$ cat src/rtl/clock_divider_ctrl_pkg.sv
// Shared definitions for the clock divider controller: state encoding,
// rate-select width and the smallest legal counter MSB index.
package clock_divider_ctrl_pkg;

   typedef enum logic [1:0] {
      ST_IDLE   = 2'd0,
      ST_RUN    = 2'd1,
      ST_PAUSED = 2'd2
   } state_t;

   localparam int SELW  = 2;
   localparam int N_MIN = 3;

endpackage

$ cat src/rtl/clock_divider_ctrl_counter.sv
// Free-running (N+1)-bit divide counter with synchronous clear and count enable.
module clkdiv_counter #(
   parameter int N = 5
) (
   input  logic       clk,
   input  logic       rst_n,
   input  logic       clear,
   input  logic       enable,
   output logic [N:0] count
);

   always_ff @(posedge clk or negedge rst_n) begin
      if (!rst_n)
         count <= '0;
      else if (clear)
         count <= '0;
      else if (enable)
         count <= count + {{N{1'b0}}, 1'b1};
   end

endmodule

$ cat src/rtl/clock_divider_ctrl.sv
// Run/pause/stop sequencer and rate scheduler around the divide counter;
// rate changes requested while running take effect on a tick boundary.
module clock_divider_ctrl
   import clock_divider_ctrl_pkg::*;
#(
   parameter int N = 5
) (
   input  logic            ClkIn,
   input  logic            Reset_n,
   input  logic            Start,
   input  logic            Stop,
   input  logic            Pause,
   input  logic            CfgValid,
   input  logic [SELW-1:0] CfgSel,
   output logic            CfgReady,
   output logic            TickOut,
   output logic [3:0]      ClkOut,
   output logic            Running,
   output logic [SELW-1:0] SelOut
);

   if (N < N_MIN) begin : g_n_check
      $error("clock_divider_ctrl: N must be >= 3");
   end

   state_t          state, state_nx;
   logic [N:0]      count, count_inc, mask;
   logic            cnt_en, cnt_clr, tick_d, cfg_fire, pending;
   logic [SELW-1:0] sel, pend_sel;

   always_comb begin
      state_nx = state;
      case (state)
         ST_IDLE:   if (!Stop && !Pause && Start) state_nx = ST_RUN;
         ST_RUN:    if (Stop) state_nx = ST_IDLE;
                    else if (Pause) state_nx = ST_PAUSED;
         ST_PAUSED: if (Stop) state_nx = ST_IDLE;
                    else if (!Pause && Start) state_nx = ST_RUN;
         default:   state_nx = ST_IDLE;
      endcase
   end

   always_ff @(posedge ClkIn or negedge Reset_n) begin
      if (!Reset_n) state <= ST_IDLE;
      else          state <= state_nx;
   end

   // Counting only when staying in RUN keeps phase intact across a pause
   // and guarantees no tick lands on the edge that leaves RUN.
   assign cnt_en  = (state == ST_RUN) && (state_nx == ST_RUN);
   assign cnt_clr = (state_nx == ST_IDLE);

   clkdiv_counter #(.N(N)) u_counter (
      .clk    (ClkIn),
      .rst_n  (Reset_n),
      .clear  (cnt_clr),
      .enable (cnt_en),
      .count  (count)
   );

   // Low field L of the selected width; Sel=3 spans the whole counter.
   always_comb begin
      count_inc = count + {{N{1'b0}}, 1'b1};
      mask      = ({{N{1'b0}}, 1'b1} << (N - 2 + int'(sel))) - {{N{1'b0}}, 1'b1};
      tick_d    = cnt_en && ((count_inc & mask) == '0);
   end

   assign cfg_fire = CfgValid && !pending;

   always_ff @(posedge ClkIn or negedge Reset_n) begin
      if (!Reset_n) begin
         TickOut  <= 1'b0;
         sel      <= '0;
         pend_sel <= '0;
         pending  <= 1'b0;
      end else begin
         TickOut <= tick_d;
         if (cfg_fire && state != ST_RUN)
            sel <= CfgSel;
         if (state_nx == ST_IDLE) begin
            pending <= 1'b0;
         end else if (state == ST_RUN) begin
            if (tick_d && pending) begin
               sel     <= pend_sel;
               pending <= 1'b0;
            end else if (cfg_fire) begin
               pend_sel <= CfgSel;
               pending  <= 1'b1;
            end
         end
      end
   end

   assign CfgReady = !pending;
   assign Running  = (state == ST_RUN);
   assign SelOut   = sel;
   assign ClkOut   = (state == ST_IDLE) ? 4'd0 : count[N:N-3];

endmodule
$ cat config.mk
export PLATFORM = sky130hd
export DESIGN_NAME = clock_divider_ctrl
export DESIGN_NICKNAME = d
export VERILOG_FILES = /design/src/rtl/clock_divider_ctrl_pkg.sv /design/src/rtl/clock_divider_ctrl_counter.sv /design/src/rtl/clock_divider_ctrl.sv
export SDC_FILE = /design/constraint.sdc
export NUM_CORES = 1
export LEC_CHECK = 0
export ABC_AREA = 1
export BUFFER_PORTS_ARGS = -buffer_cell sky130_fd_sc_hd__buf_2
export CORE_MARGIN = 1.5
export CORE_UTILIZATION = 55
export DETAILED_ROUTE_END_ITERATION = 16
export GPL_TIMING_DRIVEN = 0
export PLACE_DENSITY = 0.8
export RECOVER_POWER = 50
export SYNTH_ARGS = -nofsm -noshare
export SYNTH_HDL_FRONTEND = slang
export SYNTH_SLANG_ARGS = --single-unit
$ cat constraint.sdc
create_clock -name ClkIn -period 4.4 [get_ports ClkIn]
set_input_delay 0.66 -clock ClkIn [delete_from_list [all_inputs] [get_ports ClkIn]]
set_output_delay 0.66 -clock ClkIn [all_outputs]
set_load 0.02 [all_outputs]
==> metrics.cfg, run 1 <==
[layout]
nets = 143
ff_latch_area_um2 = 350
fin_util = 0.699
stdcell_area_um2 = 932
area_growth_pct = 16.0
multi_input_area_um2 = 365
drive_above_1_share = 0.168
post_layout_nonfiller_instances = 146
fill_cells = 118
diodes = 0

[die]
core.rowCount = 13
start_util = 0.602
die_h_um = 41.2
io_pins = 17
dieArea_mm2 = 0.00170
coreArea_mm2 = 0.00133
dieWidth_um = 41.2

[grt]
grt_overflow = 0
grt_pass1_vias = 565
antenna_found_initial = 0
grt_max_degree = 15
grtUsageTotal = 0.196
grt_pass1_wl_um = 2130

[critical_path]
slowest_stage = dfrtp_1
worstSetupPathType = register to output pin
crit_required_ps = 3740
endpoint_kind = output pin
critPathMaxStageDelay_ps = 440
worst-path-buf-inv = 1
crit_path_max_fanout = 6
crit_family = flip-flops
cpMostUsedCell = nor2_1
worstPathArrival_ps = 1260
crit_chain = nor2_1, nor2_1, buf_2
crit_path_start_kind = register

[detailed_routing]
dr.first_iter.drc_count = 16
dr.pass1.iters = 4
vias = 745
wl_um = 1470
avgViaCountPerCell = 5.10
route.detailed.drc = 0
post_drt_wl_per_cell_um = 10.1
antenna_left = 0

[power]
seqPwrFrac = 0.532
leakagePower_nw = 0.519
total_power_mw = 0.289
power_switching_mw = 0.0820
swShare = 0.284
p_comb_frac = 0.147
irDropWorstVdd_mv = 0.195
power_density_mw_per_mm2 = 310
internal_power_mw = 0.207
power_frac_clock = 0.321

[sta]
setup_viol = 0
slew_headroom = 0.481
finalCritPeriodShare = 0.436
whs_ps = 424
drv_slew = 0
rsz0062_at_grt = no
layout_setup_ws_ps = 2480
final.setup_skew_ps = 2.69
finalSetupTns_ps = 0
timing.final.crit_period_ps = 1920
hold_viol = 0
worstMarginPinSlew_ps = 778
fmax_mhz = 521

[clock_network]
clk_pin_slew_ps = 90
cts_max_path_buffers = 2
insertion_delay_ps = 280
htreeDepth = 1
cts_buffers = 3
cts_root_buf = clkbuf_4
cts_setup_buffers = 0
cts_hold_repair.buffers = 0
cts_sinks = 14
post_cts_resized = 0
tritoncts = done

[placed_design]
gp_congestion = 0.747
place_area_um2 = 902
port_buffers = 16
dpl.cell_count = 142
pre_cts_slack_ps = 2680
dp_hpwl_um = 1170

[logic_synthesis]
ys_seq_area_frac = 0.436
yosys.area.top_type = dfrtp_1
yosysWarnings = 0
netlist.area_leader.share = 0.436
syn_avg_cell_area_um2 = 7.24
syn_inst = 111
yosysUniqueCellTypes = 15
synth_area_um2 = 803
synth_area_leaders = dfrtp_1, nand2_1, inv_1
synth_fp_nets = 122
synth_seq_cells = 14

[run]
cap_violations = 0

[run_status]
status = completed

[min_path]
min_path_type = primary input to asynchronous set/reset pin

-- cell usage in the layout (no fill, tap or decap), types with 3 or more instances in the layout --
cell / Yosys / final
buf_2: 0 / 15
clkbuf_4: 0 / 3
dfrtp_1: 14 / 14
ha_1: 3 / 3
inv_1: 22 / 22
nand2_1: 29 / 29
nand3_1: 10 / 10
nand4_1: 3 / 3
nor2_1: 13 / 13
o21ai_0: 8 / 8
o21ai_1: 3 / 3
-- cells in the mapped netlist --
| cell type | number |
|---|---|
| o21ai_1 | 3 |
| nand2_2 | 1 |
| nor3b_2 | 1 |
| nand2_1 | 29 |
| o21ai_2 | 1 |
| nor2_1 | 13 |
| ha_1 | 3 |
| a21oi_1 | 1 |
| dfrtp_1 | 14 |
| o21ai_0 | 8 |
| nor2_4 | 1 |
| o21bai_1 | 1 |
| nand4_1 | 3 |
| inv_1 | 22 |
| nand3_1 | 10 |
-- per-layer routing --
metal | global-route usage | vias up | share of wire
met1 | 0.245 | 329 | 0.47
met3 | 0.0326 | 4 | 0.043
met2 | 0.313 | 21 | 0.47
li1 | - | 391 | -
met5 | 0 | - | 0
met4 | 0.121 | 0 | 0.012
-- registers in the layout, indices dropped and copies added, names as in the netlist --
| register | cells |
|---|---|
| u_counter.count | 6 |
| state | 2 |
| SelOut | 2 |
| TickOut | 1 |
| pend_sel | 2 |
| pending | 1 |
-- kinds of logic (layout without fill, tap and decap cells) --
logic type | after synthesis | in the layout | synth area share
DFF | 14 | 14 | 0.436
and+or+nand+nor | 58 | 58 | 0.319
AOI/OAI and AO/OA | 14 | 14 | 0.0950
buffers and inverters | 22 | 42 | 0.103
adders and majority gates | 3 | 3 | 0.0467
-- power groups by stage --
stage / sequential, mW / clock (mW) / combinational (mW)
floorplan: 0.157 / 0 / 0.0270
global placement: 0.155 / 0 / 0.0427
detailed placement: 0.156 / 0 / 0.0439
CTS: 0.153 / 0.0960 / 0.0439
global route: 0.155 / 0.0983 / 0.0501
finish: 0.154 / 0.0928 / 0.0426
-- cell type report --
class,instances,area share
multi-input combinational,75,0.392
sequential,14,0.376
inverter,22,0.0886
timing repair buffer,16,0.0846
clock buffer,4,0.0389
tap,15,0.0201
-- final timing paths --
| kind | endpoint | startpoint | cells after the start | slack [ps] |
|---|---|---|---|---|
| max | ClkOut[1] | state[0] | 3 | 2480 |
| min | u_counter.count[3] | Reset_n | 1 | 420 |
| max reg2reg | SelOut[1] | u_counter.count[0] | 11 | 2850 |
| min reg2reg | pend_sel[1] | pend_sel[1] | 2 | 500 |
| max in group asynchronous | u_counter.count[1] | Reset_n | 1 | 3490 |
| min in group ClkIn | pend_sel[1] | pend_sel[1] | 2 | 500 |
No activity file was read; power rests on OpenSTA's default activity.
==> run 2, diff against run 1 <==
CORE_UTILIZATION = 47   (was 55)
PLACE_DENSITY = 0.73   (was 0.8)
clock period = 1.6 ns   (was 4.4 ns; I/O delays follow)
==> run 2 against run 1 <==
Compared with the run above:
- core utilization fell by 6.2 points
- cell count increased by 4.8%
- via count is 3.2% higher
- global-route usage barely moved
- clock skew is 2.7 ps higher
- wire length is 20% higher
- cell area rose by 6.6%
- clock power rose to 2.8 times the previous value
- clock-buffer cell count is the same
- critical path type is now register to register
- highest routed layer unchanged
==> metrics.cfg, run 2 (synthesis results as in run 1) <==
[run_status]
status = completed

[detailed_routing]
vias = 769
antenna_left = 0
route.detailed.drc = 0
avgViaCountPerCell = 5.03
dr.first_iter.drc_count = 23
dr.pass1.iters = 4
wl_um = 1770
post_drt_wl_per_cell_um = 11.6

[clock_network]
clk_pin_slew_ps = 90
cts_max_path_buffers = 2
htreeDepth = 1
tritoncts = done
insertion_delay_ps = 290
cts_buffers = 3
cts_sinks = 14
cts_root_buf = clkbuf_4

[grt]
grtUsageTotal = 0.196
grt_overflow = 0
grt_pass1_wl_um = 2750
grt_pass1_vias = 662
grt_max_degree = 15
antenna_found_initial = 0

[sta]
final.setup_skew_ps = 5.37
worstMarginPinSlew_ps = 802
finalCritPeriodShare = 0.965
slew_headroom = 0.466
layout_setup_ws_ps = 55.7
setup_viol = 0
timing.final.crit_period_ps = 1540
drv_slew = 0
fmax_mhz = 648
hold_viol = 0
rsz0062_at_grt = yes
finalSetupTns_ps = 0

[layout]
max_flop_register = u_counter.count
drive_above_1_share = 0.234
layout_commonest_cell = nand2_1
final_cell_mix = nand2_1, inv_1, buf_2
nets = 149
post_layout_nonfiller_instances = 153
largest_register_ffs = 6
diodes = 0
area_growth_pct = 23.7

[placed_design]
pre_cts_slack_ps = 32.3
port_buffers = 16
dp_hpwl_um = 1260
gp_congestion = 0.886
dpl.cell_count = 143

[min_path]
min_from = CfgSel[0]
whs_path_depth = 3
min_path_type = primary input to register
holdPathEnd = pend_sel[0]

[die]
dieWidth_um = 44.3
io_pins = 17
start_util = 0.515
dieArea_mm2 = 0.00197
coreArea_mm2 = 0.00156
die_h_um = 44.3
core.rowCount = 14

[power]
seqPwrFrac = 0.487
swShare = 0.292
p_comb_frac = 0.204
irDropWorstVdd_mv = 0.549
total_power_mw = 0.851
leakagePower_nw = 0.540
power_density_mw_per_mm2 = 857
power_switching_mw = 0.249
power_frac_clock = 0.309
internal_power_mw = 0.603

[critical_path]
worstSetupPathType = register to register
worstPathArrival_ps = 1720
crit_path_start_kind = register
crit_path_max_fanout = 4
endpoint_kind = register
reg2reg_depth = 13
reg2reg_from = SelOut[0]
r2r_slack_ps = 60
reg2reg_to = SelOut[1]
crit_required_ps = 1780

[run]
cap_violations = 0

[run 2: worst max path at each step]
stage	to	slack (ps)	depth (start not counted)	start
floorplan	pending	130	13	SelOut[0]
global placement	SelOut[1]	70	11	u_counter.count[0]
detailed placement	pending	30	11	u_counter.count[0]
CTS	SelOut[1]	3	11	u_counter.count[0]
global route	SelOut[0]	-50	10	u_counter.count[0]
finish	SelOut[1]	60	13	SelOut[0]
[run 2: through the flow]
stage | area, um^2 | hold slack (ps) | utilization
finish | 993 | 234 | 0.637
global placement | 903 | 152 | 0.579
detailed placement | 903 | 161 | 0.579
CTS | 952 | 231 | 0.611
floorplan | 803 | -55.6 | -
global route | 993 | 237 | 0.637
[run 2: cell type report]
type / instances / area, um^2
Fill cell: 143 / 566
Multi-Input combinational cell: 75 / 378
Sequential cell: 14 / 352
Timing Repair Buffer: 22 / 125
Inverter: 22 / 82.6
Clock buffer: 4 / 36.3
Tap cell: 16 / 20.0
[run 2: power by group through the flow]
stage / Clock, mW / Sequential [mW] / Combinational [mW]
final: 0.263 / 0.415 / 0.173
after detailed placement: 0 / 0.430 / 0.124
after global routing: 0.289 / 0.419 / 0.194
after floorplan: 0 / 0.431 / 0.0744
after CTS: 0.273 / 0.424 / 0.127
after global placement: 0 / 0.428 / 0.118
[run 2: repair_timing]
| action | 4_1_cts | 5_1_grt |
|---|---|---|
| endpoints found under the hold margin | 14 | 0 |
| hold buffers | 1 | 0 |
| pin swaps | 0 | 7 |
| endpoints found under the setup margin | 4 | 3 |
| setup buffers | 0 | 5 |
| resized for setup | 1 | 5 |
[run 2: critical path, cell delays in order, from the launching register on]
cell     delay, ps
dfrtp_1        400
inv_1           80
nand2_1         70
inv_1           60
ha_2           160
inv_2           40
nand3_2         60
nand2_1         50
nor2_1         100
nand2_1        100
nor2_4         140
nand2_2         80
nand2_1         70
nand2_1         50
[run 2: layer usage]
metal | GRT usage | vias up | wire length, um | part of all wire
met5 | 0 | - | 0 | 0
met4 | 0.109 | 0 | 21 | 0.012
met3 | 0.0367 | 2 | 109 | 0.062
met2 | 0.309 | 26 | 863 | 0.49
met1 | 0.253 | 339 | 774 | 0.44
li1 | - | 402 | - | -
